### src/rtl/cache_replace_ctrl_pkg.sv
// Shared types for the cache replacement sequencer: way width, FSM states,
// and the per-set true-LRU stack together with its update and search helpers.
package cache_pkg;

  localparam int NUM_WAYS = 4;
  localparam int WAY_W    = 2;

  typedef logic [WAY_W-1:0] way_t;

  typedef enum logic [2:0] {
    ST_IDLE,
    ST_HIT,
    ST_VICTIM,
    ST_WB,
    ST_FILL,
    ST_DONE
  } state_e;

  // Element [0] is the MRU way and element [NUM_WAYS-1] is the LRU way.
  typedef way_t [NUM_WAYS-1:0] lru_stack_t;

  localparam lru_stack_t LRU_STACK_RST = {2'd3, 2'd2, 2'd1, 2'd0};

  typedef struct packed {
    logic found;
    way_t way;
  } free_way_t;

  // Move w to MRU. Entries above w's old position shift down by one;
  // entries below it keep their positions.
  function automatic lru_stack_t lru_touch(lru_stack_t s, way_t w);
    lru_stack_t r;
    logic       found;
    r     = s;
    r[0]  = w;
    found = (s[0] == w);
    for (int i = 1; i < NUM_WAYS; i++) begin
      if (!found) r[i] = s[i-1];
      if (s[i] == w) found = 1'b1;
    end
    return r;
  endfunction

  // Lowest-index invalid way, if any.
  function automatic free_way_t find_free(logic [NUM_WAYS-1:0] vmask);
    free_way_t r;
    r = '0;
    for (int i = NUM_WAYS - 1; i >= 0; i--) begin
      if (!vmask[i]) begin
        r.found = 1'b1;
        r.way   = way_t'(i);
      end
    end
    return r;
  endfunction

endpackage

### src/rtl/cache_replace_ctrl_if.sv
// Lookup, response, writeback and refill signals of the replacement sequencer.
// master = tag-compare/memory side, slave = cache_replace_ctrl.
interface cache_replace_ctrl_if #(parameter int SET_W = 6) ();

  logic             req_valid;
  logic             req_ready;
  logic [SET_W-1:0] req_set;
  logic             req_hit;
  logic [1:0]       req_way;
  logic [3:0]       req_vmask;
  logic [3:0]       req_dmask;

  logic             rsp_valid;
  logic [1:0]       rsp_way;
  logic             rsp_evict;

  logic             wb_req;
  logic [SET_W-1:0] wb_set;
  logic [1:0]       wb_way;
  logic             wb_ack;

  logic             fill_req;
  logic [SET_W-1:0] fill_set;
  logic [1:0]       fill_way;
  logic             fill_ack;

  modport master (
    output req_valid, req_set, req_hit, req_way, req_vmask, req_dmask,
    output wb_ack, fill_ack,
    input  req_ready, rsp_valid, rsp_way, rsp_evict,
    input  wb_req, wb_set, wb_way, fill_req, fill_set, fill_way
  );

  modport slave (
    input  req_valid, req_set, req_hit, req_way, req_vmask, req_dmask,
    input  wb_ack, fill_ack,
    output req_ready, rsp_valid, rsp_way, rsp_evict,
    output wb_req, wb_set, wb_way, fill_req, fill_set, fill_way
  );

endinterface

### src/rtl/cache_replace_ctrl_lru.sv
// lru_set_array: one true-LRU stack per set, a read port returning the set's
// LRU way and a single update port that moves one way to MRU.
module lru_set_array
  import cache_pkg::*;
#(
  parameter int NUM_SETS = 64,
  parameter int SET_W    = 6
) (
  input  logic             clk,
  input  logic             rst_b,
  input  logic [SET_W-1:0] rd_set_i,
  output way_t             rd_lru_way_o,
  input  logic             upd_en_i,
  input  logic [SET_W-1:0] upd_set_i,
  input  way_t             upd_way_i
);

  lru_stack_t stack_q [NUM_SETS];

  // NOTE: this array is flops, not RAM, so every entry can and must take the
  // reset value; a mid-transaction reset reinitialises all stacks at once.
  always_ff @(posedge clk or negedge rst_b) begin
    if (!rst_b) begin
      for (int s = 0; s < NUM_SETS; s++) stack_q[s] <= LRU_STACK_RST;
    end else if (upd_en_i) begin
      stack_q[upd_set_i] <= lru_touch(stack_q[upd_set_i], upd_way_i);
    end
  end

  assign rd_lru_way_o = stack_q[rd_set_i][NUM_WAYS-1];

endmodule

### src/rtl/cache_replace_ctrl.sv
// Replacement/refill sequencer: picks a victim, runs writeback then refill,
// updates LRU. Define CACHE_REPL_PERF_EN to add hit/miss/writeback counters.
module cache_replace_ctrl
  import cache_pkg::*;
#(
  parameter int NUM_SETS = 64,
  parameter int SET_W    = $clog2(NUM_SETS)
) (
  input  logic                clk,
  input  logic                rst_b,
  cache_replace_ctrl_if.slave bus
`ifdef CACHE_REPL_PERF_EN
  ,
  output logic [31:0]         hit_cnt_o,
  output logic [31:0]         miss_cnt_o,
  output logic [31:0]         wb_cnt_o
`endif
);

  state_e           state_q, state_d;
  logic [SET_W-1:0] set_q, set_d;
  way_t             way_q, way_d;
  logic [3:0]       vmask_q, vmask_d;
  logic [3:0]       dmask_q, dmask_d;
  logic             evict_q, evict_d;

  logic             upd_en;
  way_t             lru_way;
  way_t             victim;
  free_way_t        free_way;

  lru_set_array #(
    .NUM_SETS (NUM_SETS),
    .SET_W    (SET_W)
  ) u_lru (
    .clk          (clk),
    .rst_b        (rst_b),
    .rd_set_i     (set_q),
    .rd_lru_way_o (lru_way),
    .upd_en_i     (upd_en),
    .upd_set_i    (set_q),
    .upd_way_i    (way_q)
  );

  // NOTE: state registers use non-blocking assignments so every flop samples
  // the pre-edge value of its peers, regardless of statement order.
  always_ff @(posedge clk or negedge rst_b) begin
    if (!rst_b) begin
      state_q <= ST_IDLE;
      set_q   <= '0;
      way_q   <= '0;
      vmask_q <= '0;
      dmask_q <= '0;
      evict_q <= 1'b0;
    end else begin
      state_q <= state_d;
      set_q   <= set_d;
      way_q   <= way_d;
      vmask_q <= vmask_d;
      dmask_q <= dmask_d;
      evict_q <= evict_d;
    end
  end

  always_comb begin
    free_way = find_free(vmask_q);
    victim   = free_way.found ? free_way.way : lru_way;
  end

  assign bus.wb_set   = set_q;
  assign bus.wb_way   = way_q;
  assign bus.fill_set = set_q;
  assign bus.fill_way = way_q;

  // NOTE: every output of this block gets a default before the case, so no
  // path leaves a signal unassigned and no latch is inferred.
  always_comb begin
    state_d       = state_q;
    set_d         = set_q;
    way_d         = way_q;
    vmask_d       = vmask_q;
    dmask_d       = dmask_q;
    evict_d       = evict_q;
    upd_en        = 1'b0;
    bus.req_ready = 1'b0;
    bus.rsp_valid = 1'b0;
    bus.rsp_way   = '0;
    bus.rsp_evict = 1'b0;
    bus.wb_req    = 1'b0;
    bus.fill_req  = 1'b0;

    case (state_q)
      ST_IDLE: begin
        bus.req_ready = 1'b1;
        evict_d       = 1'b0;
        if (bus.req_valid) begin
          set_d   = bus.req_set;
          way_d   = bus.req_way;
          vmask_d = bus.req_vmask;
          dmask_d = bus.req_dmask;
          state_d = bus.req_hit ? ST_HIT : ST_VICTIM;
        end
      end
      ST_HIT: begin
        upd_en        = 1'b1;
        bus.rsp_valid = 1'b1;
        bus.rsp_way   = way_q;
        state_d       = ST_IDLE;
      end
      ST_VICTIM: begin
        way_d   = victim;
        state_d = (vmask_q[victim] && dmask_q[victim]) ? ST_WB : ST_FILL;
      end
      ST_WB: begin
        bus.wb_req = 1'b1;
        if (bus.wb_ack) begin
          evict_d = 1'b1;
          state_d = ST_FILL;
        end
      end
      ST_FILL: begin
        bus.fill_req = 1'b1;
        if (bus.fill_ack) state_d = ST_DONE;
      end
      ST_DONE: begin
        upd_en        = 1'b1;
        bus.rsp_valid = 1'b1;
        bus.rsp_way   = way_q;
        bus.rsp_evict = evict_q;
        state_d       = ST_IDLE;
      end
      default: state_d = ST_IDLE;
    endcase
  end

`ifdef CACHE_REPL_PERF_EN
  always_ff @(posedge clk or negedge rst_b) begin
    if (!rst_b) begin
      hit_cnt_o  <= '0;
      miss_cnt_o <= '0;
      wb_cnt_o   <= '0;
    end else begin
      if (state_q == ST_HIT)              hit_cnt_o  <= hit_cnt_o + 32'd1;
      if (state_q == ST_VICTIM)           miss_cnt_o <= miss_cnt_o + 32'd1;
      if (state_q == ST_WB && bus.wb_ack) wb_cnt_o   <= wb_cnt_o + 32'd1;
    end
  end
`endif

endmodule

### src/flat_wrapper.sv
// flat-port wrapper written by rule: the top's interface ports become plain ports
module cache_replace_ctrl_flat import cache_pkg::*;
#(
  parameter int NUM_SETS = 64,
  parameter int SET_W    = $clog2(NUM_SETS)
)
  (clk, rst_b, bus_req_valid, bus_req_set, bus_req_hit, bus_req_way, bus_req_vmask, bus_req_dmask, bus_wb_ack, bus_fill_ack, bus_req_ready, bus_rsp_valid, bus_rsp_way, bus_rsp_evict, bus_wb_req, bus_wb_set, bus_wb_way, bus_fill_req, bus_fill_set, bus_fill_way);
  cache_replace_ctrl_if #(.SET_W(SET_W)) bus_i ();
  input  logic clk;
  input  logic rst_b;
  input wire logic [$bits(bus_i.req_valid)-1:0] bus_req_valid;
  input wire logic [$bits(bus_i.req_set)-1:0] bus_req_set;
  input wire logic [$bits(bus_i.req_hit)-1:0] bus_req_hit;
  input wire logic [$bits(bus_i.req_way)-1:0] bus_req_way;
  input wire logic [$bits(bus_i.req_vmask)-1:0] bus_req_vmask;
  input wire logic [$bits(bus_i.req_dmask)-1:0] bus_req_dmask;
  input wire logic [$bits(bus_i.wb_ack)-1:0] bus_wb_ack;
  input wire logic [$bits(bus_i.fill_ack)-1:0] bus_fill_ack;
  output wire logic [$bits(bus_i.req_ready)-1:0] bus_req_ready;
  output wire logic [$bits(bus_i.rsp_valid)-1:0] bus_rsp_valid;
  output wire logic [$bits(bus_i.rsp_way)-1:0] bus_rsp_way;
  output wire logic [$bits(bus_i.rsp_evict)-1:0] bus_rsp_evict;
  output wire logic [$bits(bus_i.wb_req)-1:0] bus_wb_req;
  output wire logic [$bits(bus_i.wb_set)-1:0] bus_wb_set;
  output wire logic [$bits(bus_i.wb_way)-1:0] bus_wb_way;
  output wire logic [$bits(bus_i.fill_req)-1:0] bus_fill_req;
  output wire logic [$bits(bus_i.fill_set)-1:0] bus_fill_set;
  output wire logic [$bits(bus_i.fill_way)-1:0] bus_fill_way;
  assign bus_i.req_valid = bus_req_valid;
  assign bus_i.req_set = bus_req_set;
  assign bus_i.req_hit = bus_req_hit;
  assign bus_i.req_way = bus_req_way;
  assign bus_i.req_vmask = bus_req_vmask;
  assign bus_i.req_dmask = bus_req_dmask;
  assign bus_i.wb_ack = bus_wb_ack;
  assign bus_i.fill_ack = bus_fill_ack;
  assign bus_req_ready = bus_i.req_ready;
  assign bus_rsp_valid = bus_i.rsp_valid;
  assign bus_rsp_way = bus_i.rsp_way;
  assign bus_rsp_evict = bus_i.rsp_evict;
  assign bus_wb_req = bus_i.wb_req;
  assign bus_wb_set = bus_i.wb_set;
  assign bus_wb_way = bus_i.wb_way;
  assign bus_fill_req = bus_i.fill_req;
  assign bus_fill_set = bus_i.fill_set;
  assign bus_fill_way = bus_i.fill_way;
  cache_replace_ctrl #(.NUM_SETS(NUM_SETS), .SET_W(SET_W)) u_core (.clk(clk), .rst_b(rst_b), .bus(bus_i));
endmodule
### config.mk
export PLATFORM = sky130hd
export DESIGN_NAME = cache_replace_ctrl_flat
export DESIGN_NICKNAME = d
export VERILOG_FILES = /design/src/rtl/cache_replace_ctrl_pkg.sv /design/src/rtl/cache_replace_ctrl_if.sv /design/src/rtl/cache_replace_ctrl_lru.sv /design/src/rtl/cache_replace_ctrl.sv /design/src/flat_wrapper.sv
export SDC_FILE = /design/constraint.sdc
export NUM_CORES = 1
export LEC_CHECK = 0
export CAP_MARGIN = 20
export CORE_MARGIN = 2
export CORE_UTILIZATION = 45
export DETAILED_ROUTE_END_ITERATION = 7
export SETUP_SLACK_MARGIN = 0.05
export SKIP_LAST_GASP = 1
export SLEW_MARGIN = 0
export SYNTH_ARGS = -nofsm -noshare
export SYNTH_HDL_FRONTEND = slang
export SYNTH_SLANG_ARGS = --single-unit
export TNS_END_PERCENT = 30
### constraint.sdc
create_clock -name clk -period 4.6 [get_ports clk]
set_input_delay 1.38 -clock clk [delete_from_list [all_inputs] [get_ports clk]]
set_output_delay 1.38 -clock clk [all_outputs]
set_load 0.02 [all_outputs]
# After elaboration in Yosys (flattened, before gate mapping)
# Index checks and enable logic that the tools add are counted.
[op_classes]
muxes = 41
bitwise = 1
eq_ne = 11
magnitude_cmp = 3
reduce_logical = 10
[op_table]
columns = ["operator", "n"]
rows = [
  ["bitwise mux 512 bit", 1],
  ["binary-select mux 8 bit (select 6 bit)", 1],
  ["demux 8 bit (select 6 bit)", 1],
  ["2-to-1 mux 3 bit", 8],
  ["2-to-1 mux 8 bit", 3],
  ["2-to-1 mux 2 bit", 10],
  ["2-to-1 mux 1 bit", 12],
  ["case mux 3 bit (4 select lines)", 1],
  [">= comparator 7 bit (second input constant)", 1],
  ["less-than comparator 7 x 1 -> 1 bit (second input constant)", 1],
  ["inverter 6 -> 7 bit", 1],
  ["== test 2 bit", 3],
  ["== test 3 x 2 -> 1 bit (second input constant)", 2],
  ["== test 3 bit (second input constant)", 2],
  ["inequality test 2 bit (second input constant)", 3],
  ["AND reduction 2 bit", 3],
  ["binary-select mux 1 bit (select 2 bit)", 2],
  ["case mux 2 bit (2 select lines)", 1],
  ["nonzero test 2 bit", 2],
  ["== test 3 x 1 -> 1 bit (second input constant)", 1],
  ["zero test 3 bit", 1],
  ["less-than comparator 2 x 3 -> 1 bit (second input constant)", 1],
  ["AND reduction 3 bit", 1],
  ["logical AND 1 bit", 2],
  ["other kinds (2)", 2],
]
[word_totals]
inputBits = 22
wordCells = 328
register_bits = 532

# Depth between registers and ports, before layout
[logic_depth]
depth_word = 12
ltp_mapped = 18
ltp_nobuf = 9

# Cells and area by module
# Synthesis repeated with hierarchy kept, for this count alone.
[unflattened]
hier_cells = 2848
hier_area_um2 = 27086.0
[by_module_without_submodules]
columns = ["mod", "seq_area_each_um2", "area_per_inst_um2", "cells_each", "n_inst"]
rows = [
  ["lru_set_array", 13132.6, 26013.7, 2753, 1],
  ["cache_replace_ctrl", 500.5, 1072.3, 95, 1],
]

# Worst setup path after synthesis
# OpenSTA, ideal clock, no wires.
[synth_path]
kind = "register -> register"
start = "register u_core.set_q[2] (netlist: u_core.bus.fill_set[2])"
end = "register u_core.u_lru.stack_q[100] in the netlist's numbering"
arrival_time_ns = 3.326
synth_period_minus_slack_ns = 3.459
path_buffers = 4
path_stages_with_launch = 14
setup_slack_ns = 1.141
cell_sequence = "dfrtp_1 > buf_2 > buf_4 > clkbuf_1 > mux4_2 > nand3_1 > nand4_1 > nor4_1 > and3_1 > o22ai_1 > a22o_1 > a22oi_2 > clkbuf_1 > o21ai_0"
[synth_between]
elab_chain_len = 10
word_cells_on_any_way = 16
cone_classes = "order compare (2); eq/ne (2); mux (10); bitwise (1); reduce/logical (1)"
[synth_lines]
columns = ["item", "line", "source"]
rows = [
  ["start, declared", "cache_replace_ctrl.sv:21", "logic [SET_W-1:0] set_q, set_d;"],
  ["start signal, assigned", "cache_replace_ctrl.sv:57", "set_q <= set_d;"],
  ["inverter 6 -> 7 bit (not written as such) *", "cache_replace_ctrl_lru.sv:26", "stack_q[upd_set_i] <= lru_touch(stack_q[upd_set_i], upd_way_i);"],
  ["binary-select mux 8 bit (select 6 bit)", "cache_replace_ctrl_lru.sv:26", ""],
  ["2-to-1 mux 8 bit (not written as such) (2 in series)", "cache_replace_ctrl_lru.sv:26", ""],
  ["== test 2 bit (on tied branches)", "cache_replace_ctrl_pkg.sv:36, cache_replace_ctrl_pkg.sv:39", ""],
  ["2-to-1 mux 1 bit", "cache_replace_ctrl_pkg.sv:39", "if (s[i] == w) found = 1'b1;"],
  ["2-to-1 mux 1 bit", "cache_replace_ctrl_lru.sv:25", "end else if (upd_en_i) begin"],
  ["2-to-1 mux 2 bit", "cache_replace_ctrl_pkg.sv:38", "if (!found) r[i] = s[i-1];"],
  ["2-to-1 mux 2 bit", "cache_replace_ctrl_lru.sv:25", ""],
  ["bitwise mux 512 bit *", "cache_replace_ctrl_lru.sv:26", ""],
  ["end signal, assigned by index", "cache_replace_ctrl_lru.sv:26", ""],
  ["end, declared", "cache_replace_ctrl_lru.sv:18", "lru_stack_t stack_q [NUM_SETS];"],
]
# Mark *: on every way between the ends. The rest lies on a longest branch, timed or not. The select of a mux whose other input is x is not followed.
# A chain may end at the register's enable or synchronous reset.

# Worst setup path after layout
[layout_path]
start = "register u_core.set_q[2] (netlist: u_core.bus.fill_set[2])"
end = "register u_core.u_lru.stack_q[374] in the netlist's numbering"
[layout_between]
elab_chain_len = 12
word_cells_on_any_way = 19
cone_classes = "order compare (2); eq/ne (3); mux (12); bitwise (1); reduce/logical (1)"
[layout_lines]
columns = ["item", "line"]
rows = [
  ["inverter 6 -> 7 bit (not written as such) *", "cache_replace_ctrl_lru.sv:26"],
  ["binary-select mux 8 bit (select 6 bit)", "cache_replace_ctrl_lru.sv:26"],
  ["2-to-1 mux 8 bit (not written as such) (2 in series)", "cache_replace_ctrl_lru.sv:26"],
  ["== test 2 bit (on tied branches)", "cache_replace_ctrl_pkg.sv:36, cache_replace_ctrl_pkg.sv:39"],
  ["2-to-1 mux 1 bit", "cache_replace_ctrl_pkg.sv:39"],
  ["2-to-1 mux 1 bit", "cache_replace_ctrl_lru.sv:25"],
  ["2-to-1 mux 1 bit", "cache_replace_ctrl_pkg.sv:39"],
  ["2-to-1 mux 1 bit", "cache_replace_ctrl_lru.sv:25"],
  ["2-to-1 mux 2 bit", "cache_replace_ctrl_pkg.sv:38"],
  ["2-to-1 mux 2 bit", "cache_replace_ctrl_lru.sv:25"],
  ["bitwise mux 512 bit *", "cache_replace_ctrl_lru.sv:26"],
]
# Marked as above.

==> out/summary.txt <==
most frequent cell on the critical path = sky130_fd_sc_hd__buf_4
Worst path slowest cell = sky130_fd_sc_hd__nand2_1
Lkg Pwr = 11.24 nW
maximum count of clock buffers along a single path = 3
maximum fanout encountered on the critical timing path = 40
Final Hold Viols = 0
Synth-to-Final Area Change = 12.88%
overflow left after global routing = 0
per-cell via count in the routed design = 5.934
count of input and output buffers = 44
DRT Pass-1 Iters = 8
Met3 Routed Length = 5.231 mm
Post-Synthesis Cells = 2,436
CTS H-tree depth = 2
vertical die dimension = 241.4 microns
Pwr per Cell Area = 755.8 nW/um^2
count of buffer and inverter cells on the critical path = 2
number of pins with negative max-slew slack in the final report = 0
slew of the pin with the lowest slew margin = 1066 ps
HP Class = flip-flop to flip-flop
maximum operating frequency = 0.2314 GHz
cell depth of the worst hold path = 2
starting DRC count in detailed routing = 1,518
kind of cell adding the most delay to the critical path = compound AO/OA/AOI/OAI gates
startpoint of the lowest-slack hold path = u_core.u_lru.stack_q[478]
number of cells traversed by the worst register-to-register path = 11
worst supply voltage drop on vdd = 542.7 uV
biggest area consumer among synthesized cells = sky130_fd_sc_hd__dfrtp_1
depth of the critical timing path with buffers and inverters included = 11
final design utilization = 51.06%
count of filler cells inserted in the layout = 5,087
Layout Skew = 34.76 ps
cell chain of the critical path = buf_4 -> nand2_1 -> o22ai_1 -> o32ai_1 -> nor3_1 -> nand4_2 -> o221a_2 -> o221ai_1 -> o21ai_4 -> buf_4 -> o31ai_1
clock buffers created by TritonCTS = 56
type of origin of the critical path = flip-flop
initial core utilization = 45.24%
clock slew at reported path FFs = 60 ps
source-to-sink clock delay at the later pin of the worst-skew pair = 630 ps
number of buffers added to fix hold violations after cts = 0
global-route wire length before repair = 119.7 mm
average instance area after synthesis = 10.41 sq um
Reg2Reg Launch Point = u_core.bus.fill_set[2]
commonest cells after routing, fill and taps aside = sky130_fd_sc_hd__nand2_1, sky130_fd_sc_hd__o21ai_0, sky130_fd_sc_hd__dfrtp_1
sequential share of power = 34.4%
worst endpoint required time = 5120 ps
fraction of layout cells with a size suffix above 1 = 25.14%
share of power burned in the clock network = 21.2%
leading cell type in the layout, fill and taps excluded = sky130_fd_sc_hd__nand2_1
wire length on met2 = 35.49 mm
net load switching power = 9.393 mW
Data arrival, critical path = 4840 ps
# clock sinks = 532
final net count = 2,465
outcome = finished clean
synthesized flop and latch total = 532
Inserted Diodes = 0
portion of total power attributed to combinational logic = 44.4%
largest net degree at the start of global routing = 92
number of setup violations in the final report = 0
number of enable-type register cells in the synthesized netlist = 0
initial antenna violation count = 0
capture endpoint of the worst hold path = u_core.u_lru.stack_q[478]
average wire length per cell after detail routing = 24.00 microns
detailed-routing wirelength on met1 = 34.20 mm
final sum of negative setup slack = 0 ps
TritonCTS clock tree = built
Synth async-reset ratio = 100.0%
post-synth top area share = 27.23%
net count of the mapped netlist = 2,458
core region area = 56,060 sq um
endpoint kind of the worst setup timing path = flip-flop
number of warnings issued by yosys = 0
number of global-route vias before repair = 18,910
total routing resource utilization after global routing = 27.29%
cell chosen for the clock root = sky130_fd_sc_hd__clkbuf_16
share of the cycle needed by the critical path after routing = 93.95%
cells taking the most area after synthesis = sky130_fd_sc_hd__dfrtp_1, sky130_fd_sc_hd__dfstp_2, sky130_fd_sc_hd__nand2_1, sky130_fd_sc_hd__o21ai_0, sky130_fd_sc_hd__mux4_2
commonest register cell after synthesis = sky130_fd_sc_hd__dfrtp_1
sum of net half-perimeters after detailed placement = 51.35 mm
vias = 19,260
routed wire length = 77.91 mm
minimum period implied by the final worst setup slack = 4322 ps
R2R setup slack = 280 ps
Syn Std Cell Area = 25,360 sq um
floorplan die area = 58,270 sq um
Row Count = 87
R2R Path End = u_core.u_lru.stack_q[374]
number of top-level pins = 45
Distinct cells, synth = 78
highest cell delay on the worst timing path = 630 ps
uppermost routed layer = met4
number of max-capacitance violations reported = 0
RSZ-0062 raised after global routing = no
Sw Ratio = 43.41%
register area share after synthesis = 53.76%
kind of critical path = flip-flop to flip-flop
internal power component = 12.24 mW
DRC Markers = 0
headroom to the max-slew limit = 28.81%
number of antenna-violating nets in the routed design = 0
x dimension of the die = 241.4 microns
Routability Congestion = 0.9267
==> how the worst max path moves through the flow <==
stage / from / to / slack, ps
4_1_cts: u_core.bus.fill_set[0] / u_core.u_lru.stack_q[430] / 280
3_3_place_gp: u_core.bus.fill_set[0] / u_core.u_lru.stack_q[478] / 310
6_report: u_core.bus.fill_set[2] / u_core.u_lru.stack_q[374] / 280
3_5_place_dp: u_core.bus.fill_set[0] / u_core.u_lru.stack_q[374] / 300
5_1_grt: u_core.bus.fill_set[0] / u_core.u_lru.stack_q[374] / 180
2_1_floorplan: u_core.bus.fill_set[2] / u_core.u_lru.stack_q[100] / 1140
==> logic make-up after synthesis <==
group / Yosys count / synth area share, %
AND/OR/NAND/NOR: 751 / 12.18
AO/OA/AOI/OAI: 732 / 18.63
flip-flops: 532 / 53.76
buffers and inverters: 228 / 4.924
multiplexers: 191 / 10.44
XOR/XNOR: 2 / 0.06908
==> layout make-up <==
type                            count  area, sq um  area share, %
Sequential cell                   532        13640          47.66
Multi-Input combinational cell   1676        10530          36.79
Clock buffer                       84         1627          5.682
Timing Repair Buffer              162         1589          5.551
Tap cell                          756        945.9          3.304
Clock inverter                     21        231.5         0.8086
Inverter                           15        56.30         0.1967
==> registers in the layout (all words and copies together) (netlist names) <==
register and flops:
u_core.evict_q 1, u_core.bus.fill_way 2, u_core.bus.fill_set 6, u_core.state_q 3, u_core.dmask_q 4, u_core.vmask_q 4
u_core.u_lru.stack_q 512
==> power by group through the flow <==
stage	Clock (mW)	Sequential, mW	Combinational (mW)
6_report	4.59	7.44	9.60
5_1_grt	4.86	7.61	10.2
4_1_cts	4.66	7.44	9.47
3_5_place_dp	0	7.50	9.44
3_3_place_gp	0	7.42	9.30
2_1_floorplan	0	7.09	6.50
==> what timing repair did <==
action | CTS | global route
setup buffers | 0 | 1
gates resized for setup | 0 | 0
endpoints found under the setup margin | 0 | 5
==> synth_stat cells, types with 33 or more instances <==
master	number
sky130_fd_sc_hd__nand2_1	613
sky130_fd_sc_hd__o31ai_2	48
sky130_fd_sc_hd__dfstp_2	256
sky130_fd_sc_hd__o31ai_1	84
sky130_fd_sc_hd__a21oi_1	36
sky130_fd_sc_hd__buf_6	33
sky130_fd_sc_hd__mux4_2	54
sky130_fd_sc_hd__dfrtp_1	276
sky130_fd_sc_hd__mux2i_1	98
sky130_fd_sc_hd__nor2_1	38
sky130_fd_sc_hd__o21ai_0	405
sky130_fd_sc_hd__clkbuf_1	124
==> worst reg2reg max path, delay by kind of cell (launching register included) <==
family	cells	cell delay, ps
AO/OA/AOI/OAI	6	1750
buffers and inverters	2	670
AND/OR/NAND/NOR	3	1350
flip-flops	1	450
==> per-layer routing <==
layer	up-vias	global-route usage [%]
met5	-	0
met4	0	10.06
met3	171	4.763
met2	669	42.34
met1	9754	38.51
li1	8668	-
==> metrics by stage <==
step	hold slack (ps)	cells	instance area (sq um)	total power [mW]	setup slack (ps)
detailed placement	463.0	3140	26750	16.95	296.9
floorplan	441.9	2436	25360	13.59	1141
global route	484.3	3246	28630	22.71	175.0
global placement	453.8	3140	26750	16.72	306.5
finish	470.7	3246	28630	21.64	278.4
CTS	471.7	3245	28610	21.57	279.5
Power figures use the tool's default switching activity.
